[config.mk]
export PLATFORM = sky130hd
export DESIGN_NAME = alu_serial_ctrl
export DESIGN_NICKNAME = d
export VERILOG_FILES = /design/src/rtl/alu_serial_pkg.sv /design/src/rtl/alu_serial_bit.sv /design/src/rtl/alu_serial_ctrl.sv
export SDC_FILE = /design/constraint.sdc
export NUM_CORES = 1
export LEC_CHECK = 0
export CAP_MARGIN = 10
export CELL_PAD_IN_SITES_DETAIL_PLACEMENT = 1
export CELL_PAD_IN_SITES_GLOBAL_PLACEMENT = 1
export CORE_MARGIN = 2
export CORE_UTILIZATION = 39
export CTS_BUF_LIST = sky130_fd_sc_hd__clkbuf_4 sky130_fd_sc_hd__clkbuf_8 sky130_fd_sc_hd__clkbuf_16
export CTS_CLUSTER_SIZE = 20
export DETAILED_ROUTE_END_ITERATION = 6
export MAX_ROUTING_LAYER = met4
export PLACE_DENSITY_LB_ADDON = 0.1
export SLEW_MARGIN = 20
export SYNTH_ARGS = -nofsm -noshare
export SYNTH_HDL_FRONTEND = slang
export SYNTH_SLANG_ARGS = --single-unit
[constraint.sdc]
create_clock -name clk -period 2.24 [get_ports clk]
set_input_delay 0.448 -clock clk [delete_from_list [all_inputs] [get_ports clk]]
set_output_delay 0.448 -clock clk [all_outputs]
set_load 0.05 [all_outputs]
[src/rtl/alu_serial_pkg.sv]
// Shared definitions for the bit-serial ALU: operation encodings and the
// sequencer state type.
package alu_serial_pkg;

  typedef enum logic [1:0] {
    ST_IDLE = 2'd0,
    ST_RUN  = 2'd1,
    ST_DONE = 2'd2
  } state_t;

  localparam logic [1:0] OP_AND = 2'b00;
  localparam logic [1:0] OP_OR  = 2'b01;
  localparam logic [1:0] OP_ADD = 2'b10;
  localparam logic [1:0] OP_SUB = 2'b11;

endpackage

[src/rtl/alu_serial_bit.sv]
// One-bit ALU slice: AND, OR or full add. SUB shares the adder path; the
// controller inverts B and presets the carry for it.
module alu_serial_bit
  import alu_serial_pkg::*;
(
  input  logic [1:0] sel_i,
  input  logic       a_i,
  input  logic       b_i,
  input  logic       c_i,
  output logic       s_o,
  output logic       c_o
);

  // Select the slice function; logic ops never produce a carry.
  always_comb begin
    s_o = 1'b0;
    c_o = 1'b0;
    case (sel_i)
      OP_AND:  s_o = a_i & b_i;
      OP_OR:   s_o = a_i | b_i;
      default: begin
        s_o = a_i ^ b_i ^ c_i;
        c_o = (a_i & b_i) | (c_i & (a_i ^ b_i));
      end
    endcase
  end

endmodule

[src/rtl/alu_serial_ctrl.sv]
// Bit-serial ALU sequencer. Processes one bit per cycle, LSB first, through
// a single alu_serial_bit slice.
// Optional feature: define ALU_SERIAL_OVF_EN to add the signed-overflow
// output ovf.
//
// state   | meaning
// --------+--------------------------------------------------------------
// ST_IDLE | waiting for start; operands latched on the accepting edge
// ST_RUN  | one slice evaluation per cycle, WIDTH cycles
// ST_DONE | result/cout valid, done pulsed for this single cycle
module alu_serial_ctrl
  import alu_serial_pkg::*;
#(
  parameter int WIDTH = 8
) (
  input  logic             clk,
  input  logic             rst,
  input  logic             start,
  input  logic [1:0]       op,
  input  logic [WIDTH-1:0] a,
  input  logic [WIDTH-1:0] b,
  input  logic             cin,
  output logic             busy,
  output logic             done,
  output logic [WIDTH-1:0] result,
  output logic             cout
`ifdef ALU_SERIAL_OVF_EN
  ,
  output logic             ovf
`endif
);

  localparam int CW = (WIDTH > 1) ? $clog2(WIDTH) : 1;
  localparam logic [CW-1:0] CNT_LAST = CW'(WIDTH - 1);

  state_t           state_q;
  logic [CW-1:0]    cnt_q;
  logic             carry_q;
  logic [1:0]       op_q;
  logic [WIDTH-1:0] a_q, b_q, sr_q, sr_d;
  logic [WIDTH-1:0] result_q;
  logic             busy_q, done_q, cout_q;
  logic             slice_b, slice_s, slice_c;
`ifdef ALU_SERIAL_OVF_EN
  logic             ovf_q;
`endif

  // Subtraction runs as A + ~B + 1, so B is inverted on its way into the slice.
  always_comb begin
    slice_b = (op_q == OP_SUB) ? ~b_q[0] : b_q[0];
    sr_d    = {slice_s, sr_q[WIDTH-1:1]};
  end

  alu_serial_bit u_bit (
    .sel_i (op_q),
    .a_i   (a_q[0]),
    .b_i   (slice_b),
    .c_i   (carry_q),
    .s_o   (slice_s),
    .c_o   (slice_c)
  );

  // Sequencer with registered outputs; result/cout only change on RUN->DONE.
  always_ff @(posedge clk) begin
    if (rst) begin
      state_q  <= ST_IDLE;
      cnt_q    <= '0;
      carry_q  <= 1'b0;
      op_q     <= OP_AND;
      a_q      <= '0;
      b_q      <= '0;
      sr_q     <= '0;
      result_q <= '0;
      busy_q   <= 1'b0;
      done_q   <= 1'b0;
      cout_q   <= 1'b0;
`ifdef ALU_SERIAL_OVF_EN
      ovf_q    <= 1'b0;
`endif
    end else begin
      done_q <= 1'b0;
      case (state_q)
        ST_IDLE: begin
          if (start) begin
            a_q     <= a;
            b_q     <= b;
            op_q    <= op;
            carry_q <= (op == OP_ADD) ? cin : (op == OP_SUB);
            cnt_q   <= '0;
            busy_q  <= 1'b1;
            state_q <= ST_RUN;
          end
        end
        ST_RUN: begin
          a_q     <= a_q >> 1;
          b_q     <= b_q >> 1;
          sr_q    <= sr_d;
          carry_q <= slice_c;
          if (cnt_q == CNT_LAST) begin
            cnt_q    <= '0;
            result_q <= sr_d;
            cout_q   <= slice_c;
`ifdef ALU_SERIAL_OVF_EN
            // carry_q here is the carry into the MSB, slice_c the carry out.
            ovf_q    <= op_q[1] & (carry_q ^ slice_c);
`endif
            done_q   <= 1'b1;
            state_q  <= ST_DONE;
          end else begin
            cnt_q <= cnt_q + 1'b1;
          end
        end
        ST_DONE: begin
          busy_q  <= 1'b0;
          state_q <= ST_IDLE;
        end
        default: begin
          busy_q  <= 1'b0;
          state_q <= ST_IDLE;
        end
      endcase
    end
  end

  assign busy   = busy_q;
  assign done   = done_q;
  assign result = result_q;
  assign cout   = cout_q;
`ifdef ALU_SERIAL_OVF_EN
  assign ovf    = ovf_q;
`endif

endmodule
; After elaboration in Yosys (flattened, before gate mapping)
; Cells that the tools add are included.
[classes]
n_eq_ne = 8
shifts = 0
n_div = 0
magnitude_cmp = 0
reduce_logical = 10
n_addsub = 1
n_bitwise = 8
n_mux = 19
multipliers = 0
[op_table]
columns = op, count
row1 = $pmux 8 s2, 2
row2 = $mux 8, 2
row3 = $reduce_and 2->1, 5
row4 = $eq 2x2->1 const B, 3
row5 = $mux 1, 6
row6 = $mux 3, 2
row7 = $pmux 1 s2, 3
row8 = $pmux 3 s2, 1
row9 = $eq 2x1->1 const B, 2
row10 = $logic_not 2->1, 2
row11 = $mux 2, 2
row12 = $ne 2x2->1 const B, 2
row13 = $pmux 2 s2, 1
row14 = $reduce_or 2->1, 2
row15 = $add 3x1->3 const B, 1
row16 = $eq 3x3->1 const B, 1
row17 = $and 1x1->1, 2
row18 = $not 1->1, 2
row19 = $or 1x1->1, 2
row20 = $reduce_bool 2->1, 1
row21 = $xor 1x1->1, 2
[totals]
latchBits = 0
ramBits = 0
mem_count = 0
romBits = 0
wordCells = 57
reg_bits = 43

; Longest topological paths before layout
[logic_depth]
word_depth = 7
ltp_mapped = 7
depth_no_buf = 7

; Modules after synthesis
; From an unflattened synthesis, not the netlist that was laid out.
[hier_totals]
hier_cells = 209
area_unflattened_um2 = 1729.2
[modules_own_cells]
columns = mod, seq_area_each_um2, cells_per_inst, area_per_inst_um2, n_inst
row1 = alu_serial_ctrl, 840.8, 198, 1637.8, 1
row2 = alu_serial_bit, 0.0, 11, 91.3, 1

; Least setup slack after synthesis
; No wires, ideal clock.
[synth_path]
path_kind = reg2reg
start = register op_q[1]
end = register result_q[7], in the netlist result[7]
stages_incl_launch_ff = 7
period_less_slack_ps = 1595
required_time_ps = 2108
setup_time_ps = 132
path_slack_ps = 645
t_arrival_ps = 1463
cell_sequence = dfxtp_1 -> nand2_1 -> xnor2_1 -> fa_1 -> nand2b_1 -> o311ai_0 -> a21oi_1
[synth_between]
elab_chain_cells = 5
word_cells_on_any_way = 9
cone_classes = eq/ne: 2 / mux: 2 / bitwise: 4 / reduce/logical: 1
[synth_rtl]
columns = item, line
row1 = "start, declared", alu_serial_ctrl.sv:39  ; logic [1:0] op_q;
row2 = "start signal, assigned", alu_serial_ctrl.sv:87  ; op_q <= op;
row3 = $eq 2x2->1, alu_serial_ctrl.sv:50  ; slice_b = (op_q == OP_SUB) ? ~b_q[0] : b_q[0];
row4 = $mux 1, alu_serial_ctrl.sv:50
row5 = $xor 1x1->1 (2 in series), alu_serial_bit.sv:22  ; s_o = a_i ^ b_i ^ c_i;
row6 = $pmux 1 s2 (*), alu_serial_bit.sv:18  ; case (sel_i)
row7 = "end signal, assigned", alu_serial_ctrl.sv:101  ; result_q <= sr_d;
row8 = "end, declared", alu_serial_ctrl.sv:41  ; logic [WIDTH-1:0] result_q;
; Every way passes the cells marked *; elsewhere a longest branch is shown, timed or not.
; A chain may end at the register's enable or synchronous reset.

; Worst setup path in the final report
[layout_path]
start = register busy_q, in the netlist busy
end = output busy
[layout_lines]
columns = item, line
row1 = "start, declared", alu_serial_ctrl.sv:42  ; logic busy_q, done_q, cout_q;
row2 = "start signal, assigned", alu_serial_ctrl.sv:74  ; busy_q <= 1'b0;
row3 = "start signal, assigned", alu_serial_ctrl.sv:90  ; busy_q <= 1'b1;
row4 = "start signal, assigned", alu_serial_ctrl.sv:114  ; busy_q <= 1'b0;
row5 = "end, declared", alu_serial_ctrl.sv:23  ; output logic busy,
; No word-level cell between the ends.

==> results.json <==
{
  "reg2reg_slack_ns": 0.40,
  "io_buffers": 32,
  "fillers": 543,
  "critPathMaxFanout": 2,
  "drc_errors": 0,
  "pre_cts_slack_ns": 0.276,
  "drt-total-wl_um": 4510,
  "fin_crit_ns": 1.91,
  "synth_seq_cells": 42,
  "drt_pass1_iterations": 4,
  "synth-compound-area-share_pct": 24.5,
  "regToRegStartpoint": "op_q[1]",
  "reg2regPathDepth": 6,
  "cp.required_ns": 1.79,
  "status": "finished, final reports clean",
  "seq_area_um2": 841,
  "maxSlewHeadroom_pct": 65.7,
  "finalSetupViolations": 0,
  "hold_depth": 2,
  "synth_edf_count": 0,
  "cap_violations": 0,
  "crit_chain": "clkdlybuf4s50_1",
  "syn_nets": 234,
  "min_path_type": "reg -> reg",
  "syn-cell-area_um2": 1890,
  "worst_setup_path_end_kind": "output port",
  "cts_max_level": 2,
  "yosys_warnings": 0,
  "wl_per_cell_um": 15.5,
  "multi_input_comb_area_um2": 916,
  "coreArea_um2": 4690,
  "cp_top_family": "buffers and inverters",
  "design.die.area_um2": 5410,
  "worstSetupPathType": "reg -> out",
  "place_inst": 284,
  "area.growth.synth_to_final_pct": 22.0,
  "cpMaxStageDelayCell": "clkdlybuf4s50_1",
  "post_cts_resized": 0,
  "cp-startpoint": "busy",
  "synth_cell_types": 36,
  "ios": 33,
  "synth_flop_cell": "dfxtp_1",
  "cts_hold_buffers": 0,
  "dp_hpwl_um": 3200,
  "powerDensity_nw_per_um2": 680,
  "via_count": 1549,
  "yosysSeqAreaShare_pct": 44.5,
  "finClkSkew_ns": 0.00549,
  "worst-path-buf-inv": 1,
  "cts-buffers-inserted": 5,
  "period_share_pct": 85.3,
  "clockRootBuffer": "clkbuf_8",
  "worstSkewPairLatency_ns": 0.30,
  "rsz0062_at_grt": "no",
  "hp-start": "result[7]",
  "power_w": 0.00157,
  "track_usage_pct": 18.4,
  "fin_cells": 292,
  "max_freq_mhz": 524,
  "synth_top_family_by_area": "compound AO/OA/AOI/OAI gates",
  "path_clk_slew_ns": 0.08,
  "via_per_inst": 5.30,
  "fp.dieH_um": 73.6,
  "synthCells": 207,
  "gp_congestion": 0.695,
  "vdd_drop_max_mv": 0.343,
  "tightest_slew_ns": 0.515,
  "post_route_cells_drive_above_1_share_pct": 17.2,
  "r2r_end": "result[7]",
  "final_cell_mix": "nand2_1 (46), dfxtp_1 (42), clkdlybuf4s50_1 (32), nor2_1 (23), a21oi_1 (21)",
  "finalMaxSlewViolations": 0,
  "grt_pass1_vias": 1619,
  "synthSimpleGateAreaFrac_pct": 18.6,
  "diodes": 0,
  "syn_area_per_cell_um2": 9.12,
  "nets": 264,
  "synth_xor_area_share_pct": 0.464,
  "min_delay_worst_endpoint": "result[7]",
  "final_util_pct": 49.1,
  "muxShareOfSynthArea_pct": 1.06,
  "antenna_found_initial": 0,
  "num_rows": 25,
  "initial_core_util_pct": 40.2,
  "synth-async-reset-ratio_pct": 0,
  "synth-adder-area-share_pct": 3.71,
  "startpoint_type": "flip-flop",
  "final_common_cell": "nand2_1",
  "cts_sinks": 42,
  "dieWidth_um": 73.6,
  "drtIter0Drc": 50,
  "cts_tree": "built",
  "post-cts-setup-buffers": 0,
  "clock_path_buffers": 2,
  "grt_max_degree": 43,
  "leakagePower_nw": 0.842,
  "finalSetupTns_ns": 0,
  "cp_slowest_stage_delay_ns": 0.81,
  "grt_overflow": 0,
  "ant_nets": 0,
  "setup_ws_ns": 0.330,
  "crit_arrival_ns": 1.46,
  "cp.depth": 1,
  "hold_viol": 0,
  "grt_pass1_wl_um": 7330
}
sequential cells by signal, indices dropped and copies added (netlist names):
signal and count:
b_q 8, done 1, op_q 2, a_q 8, result 8, carry_q 1
sr_q 7, state_q 2, busy 1, cout 1, cnt_q 3
synthesized netlist by cell type, types with 2 or more instances:
| cell type | count | share of area, % |
|---|---|---|
| a21oi_2 | 10 | 4.6 |
| nand3_1 | 2 | 0.53 |
| nand2_1 | 46 | 9.1 |
| a211oi_1 | 2 | 0.79 |
| inv_1 | 3 | 0.60 |
| ha_1 | 4 | 2.7 |
| a22oi_1 | 3 | 1.2 |
| buf_6 | 3 | 1.8 |
| nand2b_1 | 2 | 0.66 |
| a311oi_2 | 2 | 1.6 |
| buf_4 | 2 | 0.79 |
| a21oi_1 | 21 | 5.6 |
| a211oi_2 | 10 | 6.6 |
| buf_2 | 4 | 1.1 |
| dfxtp_1 | 42 | 45 |
| nor2b_1 | 4 | 1.3 |
| nor2_1 | 23 | 4.6 |
| nor3_1 | 2 | 0.53 |
| mux2i_1 | 2 | 1.1 |
| clkbuf_1 | 4 | 0.79 |
cell type report:
cell class / instances / area share (%)
clock inverter: 2 / 0.543
sequential: 42 / 36.5
timing repair buffer: 39 / 16.2
multi-input combinational: 146 / 39.8
tap: 54 / 2.93
clock buffer: 6 / 3.59
inverter: 3 / 0.489
routing by layer:
metal	GRT usage, %	wire, um	vias up
met5	-	0	-
met4	7.07	53	0
met3	4.25	197	5
met2	28.5	2150	35
met1	23.2	2110	751
li1	-	-	758
kinds of logic after synthesis:
group           Yosys count
simple gates             83
flops                    42
fa+ha+maj                 5
compound gates           55
xor+xnor                  1
buf+inv                  19
mux                       2
how the worst max path moves through the flow:
stage | endpoint | slack, ns
after floorplan | result[7] | 0.64
after global placement | a_q[5] | 0.41
after detailed placement | a_q[4] | 0.28
after CTS | busy | 0.32
after global routing | result[7] | 0.28
final | busy | 0.33
power by group:
part           total (W)  leakage, nW  switching, W  internal, W
clock network   0.000522       0.0472      0.000274     0.000248
logic           0.000231        0.451      0.000124     0.000107
registers       0.000813        0.344     0.0000312     0.000782
metrics by stage:
step	area (um2)	hold slack, ns
global route	2300	0.488
global placement	2210	0.442
CTS	2300	0.460
detailed placement	2210	0.448
floorplan	1890	0.432
finish	2300	0.461
Note: power is estimated with default switching activity, not from simulation.
==> patch, RTL diff (config.mk and constraints unchanged) <==
Register the inputs `start`, `op`, `a`, `b` and `cin` before use, with the module's reset. The logic sees them one clock later.
--- a/src/rtl/alu_serial_ctrl.sv
+++ b/src/rtl/alu_serial_ctrl.sv
@@ -33,4 +33,26 @@
   localparam int CW = (WIDTH > 1) ? $clog2(WIDTH) : 1;
   localparam logic [CW-1:0] CNT_LAST = CW'(WIDTH - 1);
+
+  logic start_q;
+  logic [1:0] op_r;
+  logic [WIDTH-1:0] a_r;
+  logic [WIDTH-1:0] b_r;
+  logic cin_q;
+
+  always_ff @(posedge clk) begin
+    if (rst) begin
+      start_q <= '0;
+      op_r    <= '0;
+      a_r     <= '0;
+      b_r     <= '0;
+      cin_q   <= '0;
+    end else begin
+      start_q <= start;
+      op_r    <= op;
+      a_r     <= a;
+      b_r     <= b;
+      cin_q   <= cin;
+    end
+  end
 
   state_t           state_q;
@@ -82,9 +104,9 @@
       case (state_q)
         ST_IDLE: begin
-          if (start) begin
-            a_q     <= a;
-            b_q     <= b;
-            op_q    <= op;
-            carry_q <= (op == OP_ADD) ? cin : (op == OP_SUB);
+          if (start_q) begin
+            a_q     <= a_r;
+            b_q     <= b_r;
+            op_q    <= op_r;
+            carry_q <= (op_r == OP_ADD) ? cin_q : (op_r == OP_SUB);
             cnt_q   <= '0;
             busy_q  <= 1'b1;
Function: changed (a bounded check fails within 4 cycles, from zero or initial values and one cycle with rst high).
==> patch against the unedited design <==
- design area is 29% higher
- setup slack worse by 0.027 ns
- power is 48% higher
- die area is 28% higher
- highest routed layer unchanged
- sequential cell count is 20 higher
- synthesized area is 30% higher
- count of clock-buffer cells in the layout is 7 higher
- wire length is 10% higher
==> patch: results (changes against the unedited design) <==
metric,value,unit,change
routability cong.,0.747,,+7.5%
number of global-route vias before repair,1841,,+14%
H-tree depth,3,,+1
Synth area leaders,"dfxtp_1, nand2_1, nor2b_1",,
commonest cells in the netlist,"dfxtp_1, nand2_1, nor2b_1, a21oi_1, nor2_1",,
worst skew pair latency,0.33,ns,+0.03 ns
Num CTS Buffers,9,,+4
# fillers,694,,+28%
clock skew,0.00463,ns,-0.000859 ns
Avg WL per Cell,13.7,um,-12%
initial drt markers,62,,+24%
CTS clock-pin slew for the worst setup and hold paths,0.06,ns,-0.02 ns
Leakage Power,1.07,nW,+27%
register area share after synthesis,50.6,%,+6.0 points
post-synthesis async set-or-reset flop share,0,%,unchanged
max_slew headroom,57.5,%,-8.2 points
CP arrival,1.49,ns,+0.03 ns
Final HPWL DP,3270,um,+2.1%
maximum vdd drop,0.338,mV,-1.7%
post-synthesis cell type count,40,,+11%
via/cell ratio,4.96,,-6.6%
largest net degree at the start of global routing,31,,-28%
fin nets,312,,+18%
layout cell share with drive strength beyond 1,16.3,%,-0.91 points
Synthesized Nets,282,,+21%
Pint,1.75,mW,+54%
Tot GR Track Use,16.3,%,-2.1 points
global-route wire length before repair,8740,um,+19%
outcome,finished clean,,
DP Area,0.00278,sq mm,+26%
-- patch: changes by cell type in the layout (fill, tap and decap cells not counted), sizes merged, moves of 2 or more --
| cell | delta |
|---|---|
| nor2 | -2 |
| a21oi | +3 |
| dfxtp | +20 |
| a22oi | -2 |
| o22ai | +2 |
| nor2b | +22 |
| clkbuf | +7 |
-- patch: cell families (layout without fill, tap and decap cells) --
logic type                 after synthesis  in the layout  synth area share, %
xor gates and xnor gates                 1              1                0.357
AOI/OAI and AO/OA                       58             58                 19.2
adders and majority gates                5              5                 2.85
muxes                                    2              2                0.816
and+or+nand+nor                        106            106                 20.4
buffers and inverters                   21             54                 5.81
DFF                                     62             62                 50.6
-- patch: path summary, 6_finish.rpt --
kind / start / endpoint / slack (ns) / cells after the start
worst min register to register: b_r[0] / b_q[0] / 0.44 / 2
worst max-delay path: busy / busy / 0.30 / 1
worst max register to register: op_q[1] / result[7] / 0.46 / 6
worst min-delay path: b_r[0] / b_q[0] / 0.44 / 2
-- patch: through the flow --
stage | cells | setup slack, ns | util (%) | hold WS [ns] | power [mW]
2_1_floorplan | 255 | 0.633 | - | 0.422 | 1.38
3_3_place_gp | 349 | 0.531 | 46.4 | 0.432 | 1.44
3_5_place_dp | 349 | 0.475 | 46.4 | 0.436 | 1.45
4_1_cts | 363 | 0.289 | 49.4 | 0.443 | 2.35
5_1_grt | 363 | 0.261 | 49.4 | 0.470 | 2.43
6_report | 363 | 0.303 | 49.4 | 0.441 | 2.31
-- patch: worst min-delay path, cell delays in order, from the launching register on --
cell and delay (ns):
dfxtp_1 0.30, nand2_1 0.05, a211oi_1 0.05
-- patch: per-layer routing --
metal	wire, um	vias up	share of wire (%)	GRT usage [%]
met3	139	9	2.8	3.58
met5	0	-	0	-
li1	-	908	-	-
met4	120	0	2.4	8.49
met2	2210	27	44	24.6
met1	2500	855	50	20.5
-- patch: power groups by stage --
stage / Clock [mW] / Combinational, mW / Sequential [mW]
after floorplan: 0 / 0.177 / 1.21
after CTS: 0.918 / 0.241 / 1.19
after detailed placement: 0 / 0.240 / 1.21
after global placement: 0 / 0.233 / 1.21
after global routing: 0.974 / 0.262 / 1.19
final: 0.890 / 0.234 / 1.19
-- patch: area by class of cell --
type	count	area share, %
Sequential cell	62	41.9
Multi-Input combinational cell	172	36.2
Timing Repair Buffer	37	12.3
Clock buffer	13	5.83
Tap cell	75	3.17
Inverter	3	0.380
Clock inverter	1	0.169
